**config.mk**
```make
export PLATFORM = sky130hd
export DESIGN_NAME = srm_controller_flat
export DESIGN_NICKNAME = d
export VERILOG_FILES = /design/src/rtl/srm_pkg.sv /design/src/rtl/srm_controller_if.sv /design/src/rtl/srm_instr_decoder.sv /design/src/rtl/srm_controller.sv /design/src/flat_wrapper.sv
export SDC_FILE = /design/constraint.sdc
export NUM_CORES = 1
export LEC_CHECK = 0
export ABC_AREA = 1
export BUFFER_PORTS_ARGS = -buffer_cell sky130_fd_sc_hd__clkbuf_2
export CAP_MARGIN = 20
export CORE_MARGIN = 2
export CORE_UTILIZATION = 45
export DETAILED_ROUTE_END_ITERATION = 7
export GPL_TIMING_DRIVEN = 0
export PLACE_DENSITY = 0.82
export SYNTH_ARGS = -nofsm -noshare
export SYNTH_HDL_FRONTEND = slang
export SYNTH_SLANG_ARGS = --single-unit
```
**constraint.sdc**
```tcl
create_clock -name clk -period 2.69 [get_ports clk]
set_input_delay 0.4035 -clock clk [delete_from_list [all_inputs] [get_ports clk]]
set_output_delay 0.4035 -clock clk [all_outputs]
set_load 0.02 [all_outputs]
```
**src/rtl/srm_pkg.sv**
```systemverilog
// Shared encodings for the Simple RISC Machine controller: opcode/op fields,
// FSM state encoding, decoded instruction kind and write-back select values.
package srm_pkg;

    localparam logic [2:0] OPC_MOV = 3'b110;
    localparam logic [2:0] OPC_ALU = 3'b101;

    localparam logic [1:0] OP_MOV_REG = 2'b00;
    localparam logic [1:0] OP_MOV_IMM = 2'b10;
    localparam logic [1:0] OP_ADD     = 2'b00;
    localparam logic [1:0] OP_CMP     = 2'b01;
    localparam logic [1:0] OP_AND     = 2'b10;
    localparam logic [1:0] OP_MVN     = 2'b11;

    localparam logic [3:0] VSEL_NONE  = 4'b0000;
    localparam logic [3:0] VSEL_MDATA = 4'b1000;
    localparam logic [3:0] VSEL_IMM8  = 4'b0100;
    localparam logic [3:0] VSEL_PC    = 4'b0010;
    localparam logic [3:0] VSEL_C     = 4'b0001;

    typedef enum logic [2:0] {
        S_WAIT,
        S_DECODE,
        S_WRITE_IMM,
        S_GET_A,
        S_GET_B,
        S_CALC,
        S_WRITE_REG
    } state_t;

    typedef enum logic [2:0] {
        I_MOV_IMM,
        I_MOV_REG,
        I_ADD,
        I_CMP,
        I_AND,
        I_MVN,
        I_ILLEGAL
    } instr_t;

endpackage

```
**src/rtl/srm_controller_if.sv**
```systemverilog
// Datapath control bus driven by the controller (master) into the datapath (slave).
interface srm_controller_if;

    logic [3:0]  vsel;
    logic        write;
    logic [2:0]  writenum;
    logic [2:0]  readnum;
    logic        loada;
    logic        loadb;
    logic        loadc;
    logic        loads;
    logic        asel;
    logic        bsel;
    logic [1:0]  shift;
    logic [1:0]  ALUop;
    logic [15:0] sximm5;
    logic [15:0] sximm8;

    modport master (
        output vsel, write, writenum, readnum, loada, loadb, loadc, loads,
               asel, bsel, shift, ALUop, sximm5, sximm8
    );

    modport slave (
        input  vsel, write, writenum, readnum, loada, loadb, loadc, loads,
               asel, bsel, shift, ALUop, sximm5, sximm8
    );

endinterface

```
**src/rtl/srm_instr_decoder.sv**
```systemverilog
// Combinational field extraction and legality classification of the 16-bit IR.
module srm_instr_decoder
    import srm_pkg::*;
(
    input  logic [15:0] ir,
    output logic [2:0]  opcode,
    output logic [1:0]  op,
    output logic [2:0]  rn,
    output logic [2:0]  rd,
    output logic [2:0]  rm,
    output logic [1:0]  sh,
    output logic [15:0] sximm5,
    output logic [15:0] sximm8,
    output logic        legal,
    output instr_t      kind
);

    assign opcode = ir[15:13];
    assign op     = ir[12:11];
    assign rn     = ir[10:8];
    assign rd     = ir[7:5];
    assign sh     = ir[4:3];
    assign rm     = ir[2:0];
    assign sximm5 = {{11{ir[4]}}, ir[4:0]};
    assign sximm8 = {{8{ir[7]}}, ir[7:0]};

    // NOTE: kind gets a default before the case so every path assigns it and no latch is inferred.
    always_comb begin
        kind = I_ILLEGAL;
        case (opcode)
            OPC_MOV: begin
                if (op == OP_MOV_IMM)      kind = I_MOV_IMM;
                else if (op == OP_MOV_REG) kind = I_MOV_REG;
            end
            OPC_ALU: begin
                case (op)
                    OP_ADD:  kind = I_ADD;
                    OP_CMP:  kind = I_CMP;
                    OP_AND:  kind = I_AND;
                    default: kind = I_MVN;
                endcase
            end
            default: kind = I_ILLEGAL;
        endcase
    end

    assign legal = (kind != I_ILLEGAL);

endmodule

```
**src/rtl/srm_controller.sv**
```systemverilog
// Instruction register plus Moore FSM sequencing the SRM datapath through
// operand fetch, execute and write-back.
module srm_controller
    import srm_pkg::*;
(
    input  logic              clk,
    input  logic              reset_n,
    input  logic [15:0]       in,
    input  logic              load,
    input  logic              s,
    output logic              w,
    output logic              bad,
    srm_controller_if.master  dp
);

    state_t      state, state_nx;
    logic [15:0] ir;

    logic [2:0]  opcode;
    logic [1:0]  op;
    logic [2:0]  rn, rd, rm;
    logic [1:0]  sh;
    logic        legal;
    instr_t      kind;

    srm_instr_decoder u_decoder (
        .ir     (ir),
        .opcode (opcode),
        .op     (op),
        .rn     (rn),
        .rd     (rd),
        .rm     (rm),
        .sh     (sh),
        .sximm5 (dp.sximm5),
        .sximm8 (dp.sximm8),
        .legal  (legal),
        .kind   (kind)
    );

    assign w        = (state == S_WAIT);
    assign dp.shift = sh;

    // The IR only accepts a new word while idle, so a busy instruction is never corrupted.
    // NOTE: sequential state uses non-blocking assignments so every register samples pre-edge values.
    always_ff @(posedge clk or negedge reset_n) begin
        if (!reset_n) begin
            ir <= '0;
        end else if (load && w) begin
            ir <= in;
        end
    end

    always_ff @(posedge clk or negedge reset_n) begin
        if (!reset_n) begin
            state <= S_WAIT;
        end else begin
            state <= state_nx;
        end
    end

    always_comb begin
        state_nx    = state;
        bad         = 1'b0;
        dp.vsel     = VSEL_NONE;
        dp.write    = 1'b0;
        dp.writenum = 3'd0;
        dp.readnum  = 3'd0;
        dp.loada    = 1'b0;
        dp.loadb    = 1'b0;
        dp.loadc    = 1'b0;
        dp.loads    = 1'b0;
        dp.asel     = 1'b0;
        dp.bsel     = 1'b0;
        dp.ALUop    = 2'b00;

        case (state)
            S_WAIT: begin
                if (s) state_nx = S_DECODE;
            end
            S_DECODE: begin
                if (!legal) begin
                    bad      = 1'b1;
                    state_nx = S_WAIT;
                end else begin
                    case (kind)
                        I_MOV_IMM:        state_nx = S_WRITE_IMM;
                        I_MOV_REG, I_MVN: state_nx = S_GET_B;
                        default:          state_nx = S_GET_A;
                    endcase
                end
            end
            S_WRITE_IMM: begin
                dp.vsel     = VSEL_IMM8;
                dp.writenum = rn;
                dp.write    = 1'b1;
                state_nx    = S_WAIT;
            end
            S_GET_A: begin
                dp.readnum = rn;
                dp.loada   = 1'b1;
                state_nx   = S_GET_B;
            end
            S_GET_B: begin
                dp.readnum = rm;
                dp.loadb   = 1'b1;
                state_nx   = S_CALC;
            end
            S_CALC: begin
                // MOV reg is computed as 0 + sh(Rm) by zeroing the A operand.
                if (opcode == OPC_MOV) begin
                    dp.asel  = 1'b1;
                    dp.ALUop = OP_ADD;
                end else begin
                    dp.ALUop = op;
                end
                if (kind == I_CMP) begin
                    dp.loads = 1'b1;
                    state_nx = S_WAIT;
                end else begin
                    dp.loadc = 1'b1;
                    state_nx = S_WRITE_REG;
                end
            end
            S_WRITE_REG: begin
                dp.vsel     = VSEL_C;
                dp.writenum = rd;
                dp.write    = 1'b1;
                state_nx    = S_WAIT;
            end
            default: state_nx = S_WAIT;
        endcase
    end

endmodule

```
**src/flat_wrapper.sv**
```systemverilog
// flat-port wrapper written by rule: the top's interface ports become plain ports
module srm_controller_flat import srm_pkg::*;
  (clk, reset_n, in, load, s, w, bad, dp_vsel, dp_write, dp_writenum, dp_readnum, dp_loada, dp_loadb, dp_loadc, dp_loads, dp_asel, dp_bsel, dp_shift, dp_ALUop, dp_sximm5, dp_sximm8);
  srm_controller_if dp_i ();
  input  logic clk;
  input  logic reset_n;
  input  logic [15:0] in;
  input  logic load;
  input  logic s;
  output logic w;
  output logic bad;
  output wire logic [$bits(dp_i.vsel)-1:0] dp_vsel;
  output wire logic [$bits(dp_i.write)-1:0] dp_write;
  output wire logic [$bits(dp_i.writenum)-1:0] dp_writenum;
  output wire logic [$bits(dp_i.readnum)-1:0] dp_readnum;
  output wire logic [$bits(dp_i.loada)-1:0] dp_loada;
  output wire logic [$bits(dp_i.loadb)-1:0] dp_loadb;
  output wire logic [$bits(dp_i.loadc)-1:0] dp_loadc;
  output wire logic [$bits(dp_i.loads)-1:0] dp_loads;
  output wire logic [$bits(dp_i.asel)-1:0] dp_asel;
  output wire logic [$bits(dp_i.bsel)-1:0] dp_bsel;
  output wire logic [$bits(dp_i.shift)-1:0] dp_shift;
  output wire logic [$bits(dp_i.ALUop)-1:0] dp_ALUop;
  output wire logic [$bits(dp_i.sximm5)-1:0] dp_sximm5;
  output wire logic [$bits(dp_i.sximm8)-1:0] dp_sximm8;
  assign dp_vsel = dp_i.vsel;
  assign dp_write = dp_i.write;
  assign dp_writenum = dp_i.writenum;
  assign dp_readnum = dp_i.readnum;
  assign dp_loada = dp_i.loada;
  assign dp_loadb = dp_i.loadb;
  assign dp_loadc = dp_i.loadc;
  assign dp_loads = dp_i.loads;
  assign dp_asel = dp_i.asel;
  assign dp_bsel = dp_i.bsel;
  assign dp_shift = dp_i.shift;
  assign dp_ALUop = dp_i.ALUop;
  assign dp_sximm5 = dp_i.sximm5;
  assign dp_sximm8 = dp_i.sximm8;
  srm_controller u_core (.clk(clk), .reset_n(reset_n), .in(in), .load(load), .s(s), .w(w), .bad(bad), .dp(dp_i));
endmodule
```
==> out/qor.txt <==
Max IR drop VDD - 0.865 mV
Simple-gate area share of the yosys netlist - 27.4%
Final TNS setup - 0 ns
Ordered cell list for the critical path - inv_1 > nand3_1 > nand2_1 > nand2_1 > nand2_1 > nand2_1 > inv_1 > clkbuf_2
Worst Setup End Kind - output port
GP Congestion - 0.818
Final hold vios - 0
CP Launch Point - u_core.ir[13]
Status - completed
Initial detailed-routing violation count - 38
Post-synthesis adder-cell area fraction - 0%
Crit path max-delay cell type - dfrtp_1
Flops & latches, synth - 19
CTS root buf - clkbuf_4
Post-synth top area share - 36.8%
Most frequent cell after synthesis - nand2_1
Post-synthesis compound-gate area fraction - 6.78%
Top cells by area, synth - dfrtp_1 37%, buf_4 23%, nand2_1 12%
Max Freq - 529 MHz
Synthesized cell area - 1290 um2
Power Total - 2320 uW
Final #Nets - 271
# fillers - 261
CTS resizes - 0
Number of flops mapped to enable cells by yosys - 0
Worst-path fanout max - 4
Synthesis warning total - 0
CTS hold repair buffers - 0
Reg-to-Reg Start - u_core.state[1]
First-pass GRT wire length - 4670 um
Crit-path most repeated cell - nand2_1
Clock slew seen by the registers of the worst setup and hold paths - 0.11 ns
DRT Wirelength - 2840 um
TritonCTS clock tree - yes
Initial Util - 47.3%
DR pass1 iterations - 4
Max Cap Viol - 0
CP peak stage delay - 0.42 ns
Ports - 75
Clock sink total - 19
Rows - 19
H-tree levels - 1
Routed vias - 1,253
TritonCTS buffer count - 3
Post-Synthesis Cells - 173
Overflow after GRT - 0
Chip height - 57.6 um
Post-Synth XOR/XNOR Area - 0%
Largest family of logic cells by synthesized area - buffers and inverters
Setup CP Type - reg2out
Req. time, crit path - 2.29 ns
Ys async rst share - 100%
CTS Buffer Depth - 2
Post-synthesis sequential area ratio - 36.8%
Layout cells sized above 1 - 51.2%
Min-delay worst type - in2async
Final Max Tran Viols - 0
Hpwl dp - 2300 um
Area leader, netlist - dfrtp_1
Post-route ant nets - 0
Layout Skew - 0.00570 ns
Port Buffer Count - 71
PwrDens - 1350 nW/um2
Largest net degree at the start of global routing - 20
Drt drc - 0
Die width - 57.6 um
Critical Path AT - 1.49 ns
Ant. Diodes - 0
Setup violators final - 0
P&R area growth vs syn - 33.2%
Synth Area per Inst - 7.47 um2
Antenna violations before repair - 0
Netlist cell types - 16
R2R depth - 7
Leak pwr - 0.00110 uW
Vias in the first global route - 1,036
Startpoint types - flop
Final min period - 1.89 ns
Total GRT Usage - 18.2%
RSZ-0062 raised after global routing - no
Core area - 2730 um2
Vias per cell - 4.46
Synth top cells by count - 43 x nand2_1, 39 x buf_4, 19 x dfrtp_1, 19 x nand3_1, 16 x inv_1
Synth Flop Type - dfrtp_1
Mux cell area share after synthesis - 0%
Clk_lat worst skew - 0.31 ns
Final Cycle Share - 70.3%
Post-CTS Repair Setup Buffers - 0
WL/cell - 10.1 um
Die area - 3320 um2
[critical path: cells and delay by family (launching register included)]
kind	cells	cell delay, ns
and+or+nand+nor	5	0.44
DFF	1	0.42
buffers and inverters	3	0.31
[final timing paths]
path                                 end  slack, ns
setup / recovery                dp_loadc       0.80
hold / removal              u_core.ir[2]       0.02
setup reg to reg           u_core.ir[11]       1.45
hold reg to reg            u_core.ir[10]       0.53
max in group asynchronous  u_core.ir[11]       2.34
min in group clk           u_core.ir[15]       0.30
[cells by family (layout without fill, tap and decap cells)]
| group | Yosys count | in the layout |
|---|---|---|
| and+or+nand+nor | 82 | 82 |
| other | 1 | 3 |
| buffers and inverters | 58 | 133 |
| DFF | 19 | 19 |
| AOI/OAI and AO/OA | 13 | 13 |
[routing by layer]
layer	global-route usage [%]	vias up	routed length, um
li1	-	647	-
met1	23.2	546	1220
met2	28.7	54	1310
met3	5.44	6	254
met4	7.31	0	51
met5	0	-	0
[cell usage in the layout, fill, tap and decap left out]
cell      instances
nand2_4           1
clkbuf_1          1
inv_1            16
nor2_2            5
inv_2             1
o21ai_0           6
a21oi_2           6
clkinv_2          1
conb_1            3
nand2_1          43
nand3_1          19
buf_6             1
dfrtp_1          19
nor2_1           13
clkbuf_4          3
nand4_1           1
buf_4            39
clkbuf_2         71
a21oi_1           1
[layout make-up]
cell class                      instances  area (um2)  share of cell area, %
Clock inverter                          1        5.00                  0.291
Clock buffer                            3        22.5                   1.31
Sequential cell                        19         475                   27.6
Timing Repair Buffer                   71         355                   20.6
Multi-Input combinational cell         98         453                   26.3
Inverter                               17        63.8                   3.71
Tap cell                               31        38.8                   2.25
Buffer                                 41         308                   17.9
[through the flow]
step	util, %	cells	hold WS (ns)	instance area, um2	setup WS (ns)
after floorplan	-	175	0.108	1300	0.848
after global routing	63.0	281	0.0469	1720	0.601
after detailed placement	62.0	277	0.381	1690	1.14
final	63.0	281	0.0229	1720	0.799
after global placement	62.0	277	0.381	1690	1.15
after CTS	63.0	281	0.0390	1720	0.796
[flip-flops by register name (all words and copies together), names as in the netlist]
signal        cells
u_core.state      3
u_core.ir        16
[power breakdown]
part | internal, uW | total [uW] | switching [uW]
Combinational | 676 | 1590 | 915
Sequential | 421 | 578 | 156
Clock | 55.6 | 151 | 95.0
No activity file was read; power rests on OpenSTA's default activity.
